File: src/rtl/mem_arb_pkg.sv
// Shared types for the unified-memory port arbiter: FSM states, grant
// encoding and the width helper used for the latency and streak counters.
package mem_arb_pkg;

  typedef enum logic [1:0] {
    IDLE = 2'd0,
    BUSY = 2'd1,
    RESP = 2'd2
  } arb_state_t;

  typedef enum logic {
    GNT_IF = 1'b0,
    GNT_DM = 1'b1
  } grant_t;

  // Bits needed to hold the values 0..max inclusive.
  function automatic int cnt_width(input int max_val);
    return $clog2(max_val + 1);
  endfunction

endpackage

File: src/rtl/arb_pick.sv
// Grant selection between the fetch port and the data port. The data port
// wins by default. After STARVE_MAX consecutive data grants with fetch
// waiting, fetch is forced through. A fetch flushed this cycle is treated
// as absent.
module arb_pick
  import mem_arb_pkg::*;
#(
  parameter int SW         = 3,
  parameter int STARVE_MAX = 4
) (
  input  logic          if_req,
  input  logic          dm_req,
  input  logic [SW-1:0] streak,
  input  logic          if_flush,
  output grant_t        grant,
  output logic          valid
);

  logic if_live;

  // Priority pick: forced fetch, then data, then plain fetch.
  always_comb begin
    if_live = if_req & ~if_flush;
    grant   = GNT_DM;
    valid   = 1'b0;
    if (if_live && (streak == SW'(STARVE_MAX))) begin
      grant = GNT_IF;
      valid = 1'b1;
    end else if (dm_req) begin
      grant = GNT_DM;
      valid = 1'b1;
    end else if (if_live) begin
      grant = GNT_IF;
      valid = 1'b1;
    end
  end

endmodule

File: src/rtl/mem_port_arbiter.sv
// Shares one single-port memory between the fetch stage (read-only) and the
// data stage (read/write). Each access runs IDLE -> BUSY (LAT cycles) ->
// RESP (ack pulse) -> IDLE, so one access completes every LAT+2 cycles.
//
// Handshake: a requester raises *_req and holds it (with address/data
// stable) until its *_ack pulse. The ack is a single-cycle pulse in the
// cycle after the memory data is captured. *_stall is req & ~ack, so the
// pipeline stays frozen exactly until the ack cycle. The fetch side may
// also abandon its request with an if_flush pulse, which masks any ack
// still owed to it.
module mem_port_arbiter
  import mem_arb_pkg::*;
#(
  parameter int DW         = 32,
  parameter int AW         = 32,
  parameter int LAT        = 2,
  parameter int STARVE_MAX = 4
) (
  input  logic            clk,
  input  logic            rst,
  input  logic            if_req,
  input  logic [AW-1:0]   if_addr,
  input  logic            if_flush,
  output logic            if_ack,
  output logic [DW-1:0]   if_rdata,
  output logic            if_stall,
  input  logic            dm_req,
  input  logic            dm_we,
  input  logic [DW/8-1:0] dm_be,
  input  logic [AW-1:0]   dm_addr,
  input  logic [DW-1:0]   dm_wdata,
  output logic            dm_ack,
  output logic [DW-1:0]   dm_rdata,
  output logic            dm_stall,
  output logic            mem_en,
  output logic            mem_we,
  output logic [DW/8-1:0] mem_be,
  output logic [AW-1:0]   mem_addr,
  output logic [DW-1:0]   mem_wdata,
  input  logic [DW-1:0]   mem_rdata,
  output arb_state_t      dbg_state
);

  localparam int BW = DW / 8;
  localparam int CW = cnt_width(LAT);
  localparam int SW = cnt_width(STARVE_MAX);

  arb_state_t    state_q, state_d;
  logic [CW-1:0] cnt_q, cnt_d;
  logic [SW-1:0] streak_q, streak_d;
  grant_t        gnt_q, gnt_d;
  logic          flushed_q, flushed_d;
  logic          mem_en_q, mem_en_d;
  logic          mem_we_q, mem_we_d;
  logic [BW-1:0] mem_be_q, mem_be_d;
  logic [AW-1:0] mem_addr_q, mem_addr_d;
  logic [DW-1:0] mem_wdata_q, mem_wdata_d;
  logic          if_ack_q, if_ack_d;
  logic          dm_ack_q, dm_ack_d;
  logic [DW-1:0] if_rdata_q, if_rdata_d;
  logic [DW-1:0] dm_rdata_q, dm_rdata_d;

  grant_t pick_grant;
  logic   pick_valid;
  logic   if_live;

  arb_pick #(
    .SW         (SW),
    .STARVE_MAX (STARVE_MAX)
  ) u_pick (
    .if_req   (if_req),
    .dm_req   (dm_req),
    .streak   (streak_q),
    .if_flush (if_flush),
    .grant    (pick_grant),
    .valid    (pick_valid)
  );

  // Next-state and next-output computation for the access sequencer.
  always_comb begin
    if_live     = if_req & ~if_flush;
    state_d     = state_q;
    cnt_d       = cnt_q;
    streak_d    = streak_q;
    gnt_d       = gnt_q;
    flushed_d   = flushed_q;
    mem_en_d    = mem_en_q;
    mem_we_d    = mem_we_q;
    mem_be_d    = mem_be_q;
    mem_addr_d  = mem_addr_q;
    mem_wdata_d = mem_wdata_q;
    if_ack_d    = 1'b0;
    dm_ack_d    = 1'b0;
    if_rdata_d  = if_rdata_q;
    dm_rdata_d  = dm_rdata_q;

    case (state_q)
      IDLE: begin
        mem_en_d = 1'b0;
        mem_we_d = 1'b0;
        // The streak only grows while fetch is actually waiting behind data.
        if (pick_valid && (pick_grant == GNT_DM) && if_live) begin
          streak_d = streak_q + SW'(1);
        end else begin
          streak_d = '0;
        end
        if (pick_valid) begin
          state_d   = BUSY;
          cnt_d     = CW'(LAT);
          gnt_d     = pick_grant;
          flushed_d = 1'b0;
          mem_en_d  = 1'b1;
          if (pick_grant == GNT_DM) begin
            mem_we_d    = dm_we;
            mem_be_d    = dm_be;
            mem_addr_d  = dm_addr;
            mem_wdata_d = dm_wdata;
          end else begin
            mem_we_d    = 1'b0;
            mem_be_d    = '1;
            mem_addr_d  = if_addr;
            mem_wdata_d = '0;
          end
        end
      end

      BUSY: begin
        cnt_d = cnt_q - CW'(1);
        if ((gnt_q == GNT_IF) && if_flush) begin
          flushed_d = 1'b1;
        end
        if (cnt_q == CW'(1)) begin
          state_d  = RESP;
          mem_en_d = 1'b0;
          mem_we_d = 1'b0;
          if (gnt_q == GNT_DM) begin
            dm_ack_d = 1'b1;
            if (!mem_we_q) begin
              dm_rdata_d = mem_rdata;
            end
          end else if (!(flushed_q || if_flush)) begin
            if_ack_d   = 1'b1;
            if_rdata_d = mem_rdata;
          end
        end
      end

      RESP: begin
        state_d = IDLE;
      end

      default: begin
        state_d = IDLE;
      end
    endcase
  end

  // Single register bank for FSM state, counters and all registered outputs.
  always_ff @(posedge clk or posedge rst) begin
    if (rst) begin
      state_q     <= IDLE;
      cnt_q       <= '0;
      streak_q    <= '0;
      gnt_q       <= GNT_IF;
      flushed_q   <= 1'b0;
      mem_en_q    <= 1'b0;
      mem_we_q    <= 1'b0;
      mem_be_q    <= '0;
      mem_addr_q  <= '0;
      mem_wdata_q <= '0;
      if_ack_q    <= 1'b0;
      dm_ack_q    <= 1'b0;
      if_rdata_q  <= '0;
      dm_rdata_q  <= '0;
    end else begin
      state_q     <= state_d;
      cnt_q       <= cnt_d;
      streak_q    <= streak_d;
      gnt_q       <= gnt_d;
      flushed_q   <= flushed_d;
      mem_en_q    <= mem_en_d;
      mem_we_q    <= mem_we_d;
      mem_be_q    <= mem_be_d;
      mem_addr_q  <= mem_addr_d;
      mem_wdata_q <= mem_wdata_d;
      if_ack_q    <= if_ack_d;
      dm_ack_q    <= dm_ack_d;
      if_rdata_q  <= if_rdata_d;
      dm_rdata_q  <= dm_rdata_d;
    end
  end

  // A flush landing in the ack cycle itself can only mask the pulse; the
  // fetch data register was already loaded on the previous edge.
  assign if_ack    = if_ack_q & ~if_flush;
  assign dm_ack    = dm_ack_q;
  assign if_rdata  = if_rdata_q;
  assign dm_rdata  = dm_rdata_q;
  assign if_stall  = if_req & ~if_ack;
  assign dm_stall  = dm_req & ~dm_ack;
  assign mem_en    = mem_en_q;
  assign mem_we    = mem_we_q;
  assign mem_be    = mem_be_q;
  assign mem_addr  = mem_addr_q;
  assign mem_wdata = mem_wdata_q;
  assign dbg_state = state_q;

endmodule
File: config.mk
export PLATFORM = sky130hd
export DESIGN_NAME = mem_port_arbiter
export DESIGN_NICKNAME = d
export VERILOG_FILES = /design/src/rtl/mem_arb_pkg.sv /design/src/rtl/arb_pick.sv /design/src/rtl/mem_port_arbiter.sv
export SDC_FILE = /design/constraint.sdc
export NUM_CORES = 1
export LEC_CHECK = 0
export ABC_AREA = 1
export CAP_MARGIN = 20
export CORE_ASPECT_RATIO = 0.8
export CORE_MARGIN = 3
export CORE_UTILIZATION = 42
export CTS_CLUSTER_DIAMETER = 60
export DETAILED_ROUTE_END_ITERATION = 10
export HOLD_SLACK_MARGIN = 0.03
export PLACE_DENSITY = 0.85
export SLEW_MARGIN = 20
export SYNTH_ARGS = -nofsm -noshare
export SYNTH_HDL_FRONTEND = slang
export SYNTH_SLANG_ARGS = --single-unit
File: constraint.sdc
create_clock -name clk -period 6.1 [get_ports clk]
set_input_delay 1.22 -clock clk [delete_from_list [all_inputs] [get_ports clk]]
set_output_delay 1.22 -clock clk [all_outputs]
set_load 0.1 [all_outputs]
Word level (Yosys, flattened, before mapping)
Cells that the tools add are included.
{"block": "totals", "latchBits": 0, "regBits": 145, "ramBits": 0, "mem_bits_ro": 0, "n_memories": 0}
{"block": "classes", "n_mux": 31, "n_eq_ne": 6, "magnitude_cmp": 0, "multipliers": 0, "n_shift": 0, "reduce_logical": 14, "div": 0, "n_addsub": 2, "n_bitwise": 10}
{"op": "32-bit 2-to-1 mux", "count": 2}
{"op": "1-bit 2-to-1 mux", "count": 19}
{"op": "2-bit case mux with 2 select lines", "count": 2}
{"op": "2-bit AND reduction", "count": 4}
{"op": "4-bit AND reduction", "count": 2}
{"op": "2-bit 2-to-1 mux", "count": 3}
{"op": "2-bit != test, second input constant", "count": 3}
{"op": "1-bit NOT", "count": 6}
{"op": "1-bit case mux with 2 select lines", "count": 3}
{"op": "1-bit bitwise AND", "count": 4}
{"op": "2-bit by 1-bit equality test with 1-bit output, second input constant", "count": 2}
{"op": "1-bit logical AND", "count": 4}
{"op": "4-bit 2-to-1 mux", "count": 1}
{"op": "3-bit by 1-bit adder with 3-bit output, second input constant", "count": 1}
{"op": "3-bit equality test, second input constant", "count": 1}
{"op": "3-bit 2-to-1 mux", "count": 1}
{"op": "3-bit AND reduction", "count": 1}
{"op": "2-bit zero test", "count": 1}
{"op": "2-bit nonzero test", "count": 1}
{"op": "2-bit by 1-bit subtractor with 2-bit output, second input constant", "count": 1}
{"op": "1-bit logical OR", "count": 1}

Depth between registers and ports, before layout
{"block": "depth", "ltp_word": 8, "ltp_mapped": 10, "depth_no_buf": 8}

Cells and area by module
Synthesis repeated with hierarchy kept, for this count alone.
{"block": "hier_totals", "hier_cells": 753, "area_unflattened_um2": 6232.2}
{"mod": "mem_port_arbiter", "n_inst": 1, "cells_each": 746, "area_per_inst_um2": 6203.4}
{"mod": "arb_pick", "n_inst": 1, "cells_each": 7, "area_per_inst_um2": 28.8}

Worst setup path after synthesis
No wires, ideal clock.
{"block": "synth_timing", "path_type": "in2out", "start": "input port if_flush", "end": "output port if_stall", "setup_slack_ns": 1.425, "n_path_buf": 0, "path_stages": 2, "arrival_ns": 3.455, "cell_sequence": "nor2_1 nor2_1"}
{"block": "synth_between", "elab_chain_cells": 4}
{"element": "start, declared", "line": "mem_port_arbiter.sv:23", "rtl": "input logic if_flush,"}
{"element": "1-bit NOT", "line": "mem_port_arbiter.sv:195", "rtl": "assign if_ack = if_ack_q & ~if_flush;"}
{"element": "1-bit bitwise AND", "line": "mem_port_arbiter.sv:195"}
{"element": "1-bit NOT", "line": "mem_port_arbiter.sv:199", "rtl": "assign if_stall = if_req & ~if_ack;"}
{"element": "1-bit bitwise AND", "line": "mem_port_arbiter.sv:199"}
{"element": "end, declared", "line": "mem_port_arbiter.sv:26", "rtl": "output logic if_stall,"}
Every way passes these cells.

Final worst setup path
{"block": "layout_timing", "start": "input port dm_req", "end": "output port dm_stall"}
{"block": "layout_between", "elab_chain_cells": 1}
{"element": "start, declared", "line": "mem_port_arbiter.sv:27", "rtl": "input logic dm_req,"}
{"element": "1-bit bitwise AND", "line": "mem_port_arbiter.sv:200", "rtl": "assign dm_stall = dm_req & ~dm_ack;"}
{"element": "end, declared", "line": "mem_port_arbiter.sv:34", "rtl": "output logic dm_stall,"}
Every way passes these cells.

==> impl_metrics.csv <==
group,metric,value,unit
floorplanning,core,0.0145,mm²
timing,finClkSkew,0.0101,ns
placed_design,placed_area,0.00919,mm²
worst_setup_path,cp_common_cell,"clkdlybuf4s50_1",
floorplanning,dieHeight,116,µm
flow_run,timing.max_cap.violations,0,
clocking,cts_buffers,17,
finish,drive_gt1_frac,0.0519,
timing,period_needed,4.33,ns
timing,drv_slew,0,
timing,worst-slew-pin-transition,1.05,ns
worst_setup_path,r2r_slack,3.84,ns
worst_setup_path,r2r-start,"dbg_state[1]$_DFFE_PP0P_",
worst_setup_path,r2r_cells,6,
floorplanning,fp.dieW,144,µm
synthesis,seq_area_frac_synth,0.570,
grt,antenna_found_initial,1,
finish,syn_to_final_growth,54.4,%
finish,antenna_cells,0,
synthesis,synth_warnings,0,
detailed_routing,drt_pass1_iterations,4,
placed_design,dp_slack,1.76,ns
clocking,postCtsSetupRepairBufs,0,
synthesis,netlist_instances,749,
clocking,cts_hold_buf,0,
placed_design,place_congestion,0.839,
clocking,cts_resized,0,
status,status,"finished clean",
worst_setup_path,slowest_delay,1.13,ns
detailed_routing,drtIter0Drc,285,
timing,fin_ws,1.77,ns
timing,relSlewSlack,0.297,
worst_setup_path,worstPathCellList,"clkdlybuf4s50_1 > inv_2 > nor2_1 > clkdlybuf4s50_1",
worst_setup_path,cp.depth,4,
floorplanning,ios,278,
synthesis,syn_nets,890,
worst_setup_path,worstReg2RegEnd,"mem_wdata[10]$_DFFE_PP0P_",
synthesis,netlist_area,0.00636,mm²
worst_setup_path,worstPathRequired,4.88,ns
worst_hold_path,min_path_type,"flip-flop to flip-flop",
floorplanning,initial_core_util,0.438,
clocking,clk_latency,0.42,ns
worst_setup_path,cp_data_arrival_time,3.11,ns
worst_setup_path,crit_buf_inv,3,
worst_setup_path,cp-end-kind,"output pin",
worst_setup_path,worstPathMaxFanout,3,
finish,final_core_util,0.676,
timing,period_share,0.710,
grt,grt_max_degree,93,
clocking,cts.clk_slew.worst_paths,0.06,ns
clocking,cts_sinks,145,
clocking,cts_tree,"built",
floorplanning,die_area,0.0167,mm²
grt,grt.overflow.total,0,
detailed_routing,routed_wl,19700,µm
grt,grt_pass1_wl,30500,µm
placed_design,io_buffer_count,277,
clocking,cts.htree.levels,4,
timing,clock.fmax,231,MHz
worst_setup_path,critPathLaunchType,"primary input",
finish,fin_area,0.00983,mm²
timing,rsz0062_at_grt,"false",
worst_setup_path,critPathTopFamily,"buffers and inverters",
worst_setup_path,critical_path.startpoint,"dm_req",
detailed_routing,postRouteAntennaNets,0,
grt,track_usage,0.236,
placed_design,dp_hpwl,13700,µm
clocking,cts-root-buf,"clkbuf_16",
timing,fin_tns_setup,0,ns
detailed_routing,avgRoutedWirePerCell,16.4,µm
worst_setup_path,slowest_stage,"clkdlybuf4s50_1",
detailed_routing,via_per_inst,4.93,
clocking,clockBufferDepth,2,
floorplanning,rows,39,
detailed_routing,drc,0,
timing,finalHoldViolCount,0,
worst_setup_path,criticalPathCategory,"primary input to output pin",
finish,finalNetCount,1150,
worst_setup_path,endpoint,"dm_stall",
timing,finalSetupViolations,0,
grt,grt_pass1_vias,5904,
synthesis,yosysUniqueCellTypes,21,
detailed_routing,vias,5942,
synthesis,synth_area_per_cell,8.50,µm²
synthesis,ys_seq_elements,145,
-- area by class of cell --
cell class                 instances  area (µm²)
inverter                          77         294
tap                              184         230
fill                            1137        4710
multi-input combinational        482        2200
clock buffer                      18         429
clock inverter                    14         181
timing repair buffer             286        2860
sequential                       145        3630
-- per-layer routing --
metal / vias up / wire length [µm] / GRT usage / share of wire
met5: - / 13 / 0 / 0.00066
met4: 2 / 357 / 0.0809 / 0.018
met3: 31 / 2150 / 0.0909 / 0.11
met2: 253 / 9160 / 0.373 / 0.46
met1: 2789 / 8070 / 0.299 / 0.41
li1: 2867 / - / - / -
-- cells in the mapped netlist (all sizes together) --
| library cell | count | area share |
|---|---|---|
| xor2 | 1 | 0.0014 |
| nand3 | 70 | 0.056 |
| nand2 | 280 | 0.17 |
| o21ai | 76 | 0.060 |
| a21oi | 6 | 0.0053 |
| ha | 3 | 0.0059 |
| nand3b | 32 | 0.038 |
| buf | 36 | 0.036 |
| clkbuf | 9 | 0.0053 |
| inv | 77 | 0.045 |
| dfrtp | 145 | 0.57 |
| nor2 | 14 | 0.011 |
-- sequential cells by signal (all words and copies together) (netlist names) --
| signal | count |
|---|---|
| cnt_q | 2 |
| dbg_state | 2 |
| dm_ack | 1 |
| dm_rdata | 32 |
| flushed_q | 1 |
| gnt_q | 1 |
| if_ack_q | 1 |
| if_rdata | 32 |
| mem_addr | 32 |
| mem_be | 4 |
| mem_en | 1 |
| mem_wdata | 32 |
| mem_we | 1 |
| streak_q | 3 |
-- stage by stage --
step,hold slack (ns),std cells
2_1_floorplan,0.442,749
3_3_place_gp,0.457,1173
3_5_place_dp,0.464,1173
4_1_cts,0.481,1205
5_1_grt,0.497,1206
6_report,0.474,1206
-- how the worst min path moves through the flow --
stage,slack (ns),startpoint,to,depth (start not counted)
2_1_floorplan,0.44,flushed_q$_DFFE_PP0P_,flushed_q$_DFFE_PP0P_,2
3_3_place_gp,0.46,flushed_q$_DFFE_PP0P_,flushed_q$_DFFE_PP0P_,2
3_5_place_dp,0.46,mem_wdata[2]$_DFFE_PP0P_,mem_wdata[2]$_DFFE_PP0P_,2
4_1_cts,0.48,flushed_q$_DFFE_PP0P_,flushed_q$_DFFE_PP0P_,2
5_1_grt,0.50,mem_addr[30]$_DFFE_PP0P_,mem_addr[30]$_DFFE_PP0P_,2
6_report,0.47,flushed_q$_DFFE_PP0P_,flushed_q$_DFFE_PP0P_,2
-- logic make-up (layout without fill, tap and decap cells) --
group,Yosys count,after routing,share of synthesized area
AND/OR/NAND/NOR,396,396,0.271
flip-flops,145,145,0.570
buffers and inverters,122,395,0.0865
AO/OA/AOI/OAI,82,82,0.0651
adder cells (fa/ha/maj),3,3,0.00590
XOR/XNOR,1,1,0.00138
-- worst reg2reg max path: stages, from the launching register on --
cell and delay (ns):
dfrtp_1 0.46, inv_2 0.10, nand2_1 0.11, a21oi_4 0.68, buf_4 0.54, nand3_1 0.19, nand2_1 0.12
-- cell usage in the layout, fill, tap and decap left out --
cell / synthesis / layout
nor2_4: 2 / 2
clkinv_4: 0 / 3
inv_6: 0 / 4
buf_16: 0 / 1
xor2_1: 1 / 1
nor2_2: 2 / 2
nand3b_1: 32 / 32
clkinvlp_4: 0 / 3
bufinv_16: 0 / 3
nand2_1: 278 / 278
clkbuf_1: 9 / 1
ha_1: 3 / 3
clkinv_2: 0 / 1
nand3_2: 1 / 1
clkdlybuf4s50_1: 0 / 277
nor2_1: 10 / 10
o21ai_0: 42 / 42
dfrtp_1: 145 / 145
nand2_2: 2 / 2
inv_1: 74 / 73
clkbuf_16: 0 / 17
o21ai_1: 34 / 33
inv_8: 0 / 1
inv_2: 3 / 3
a21oi_1: 5 / 5
o21ai_4: 0 / 1
a21oi_4: 0 / 1
nand3_1: 69 / 69
buf_4: 14 / 8
Power is not shown: default switching activity piles up to over one toggle a cycle in this logic, so the estimate is an artifact.
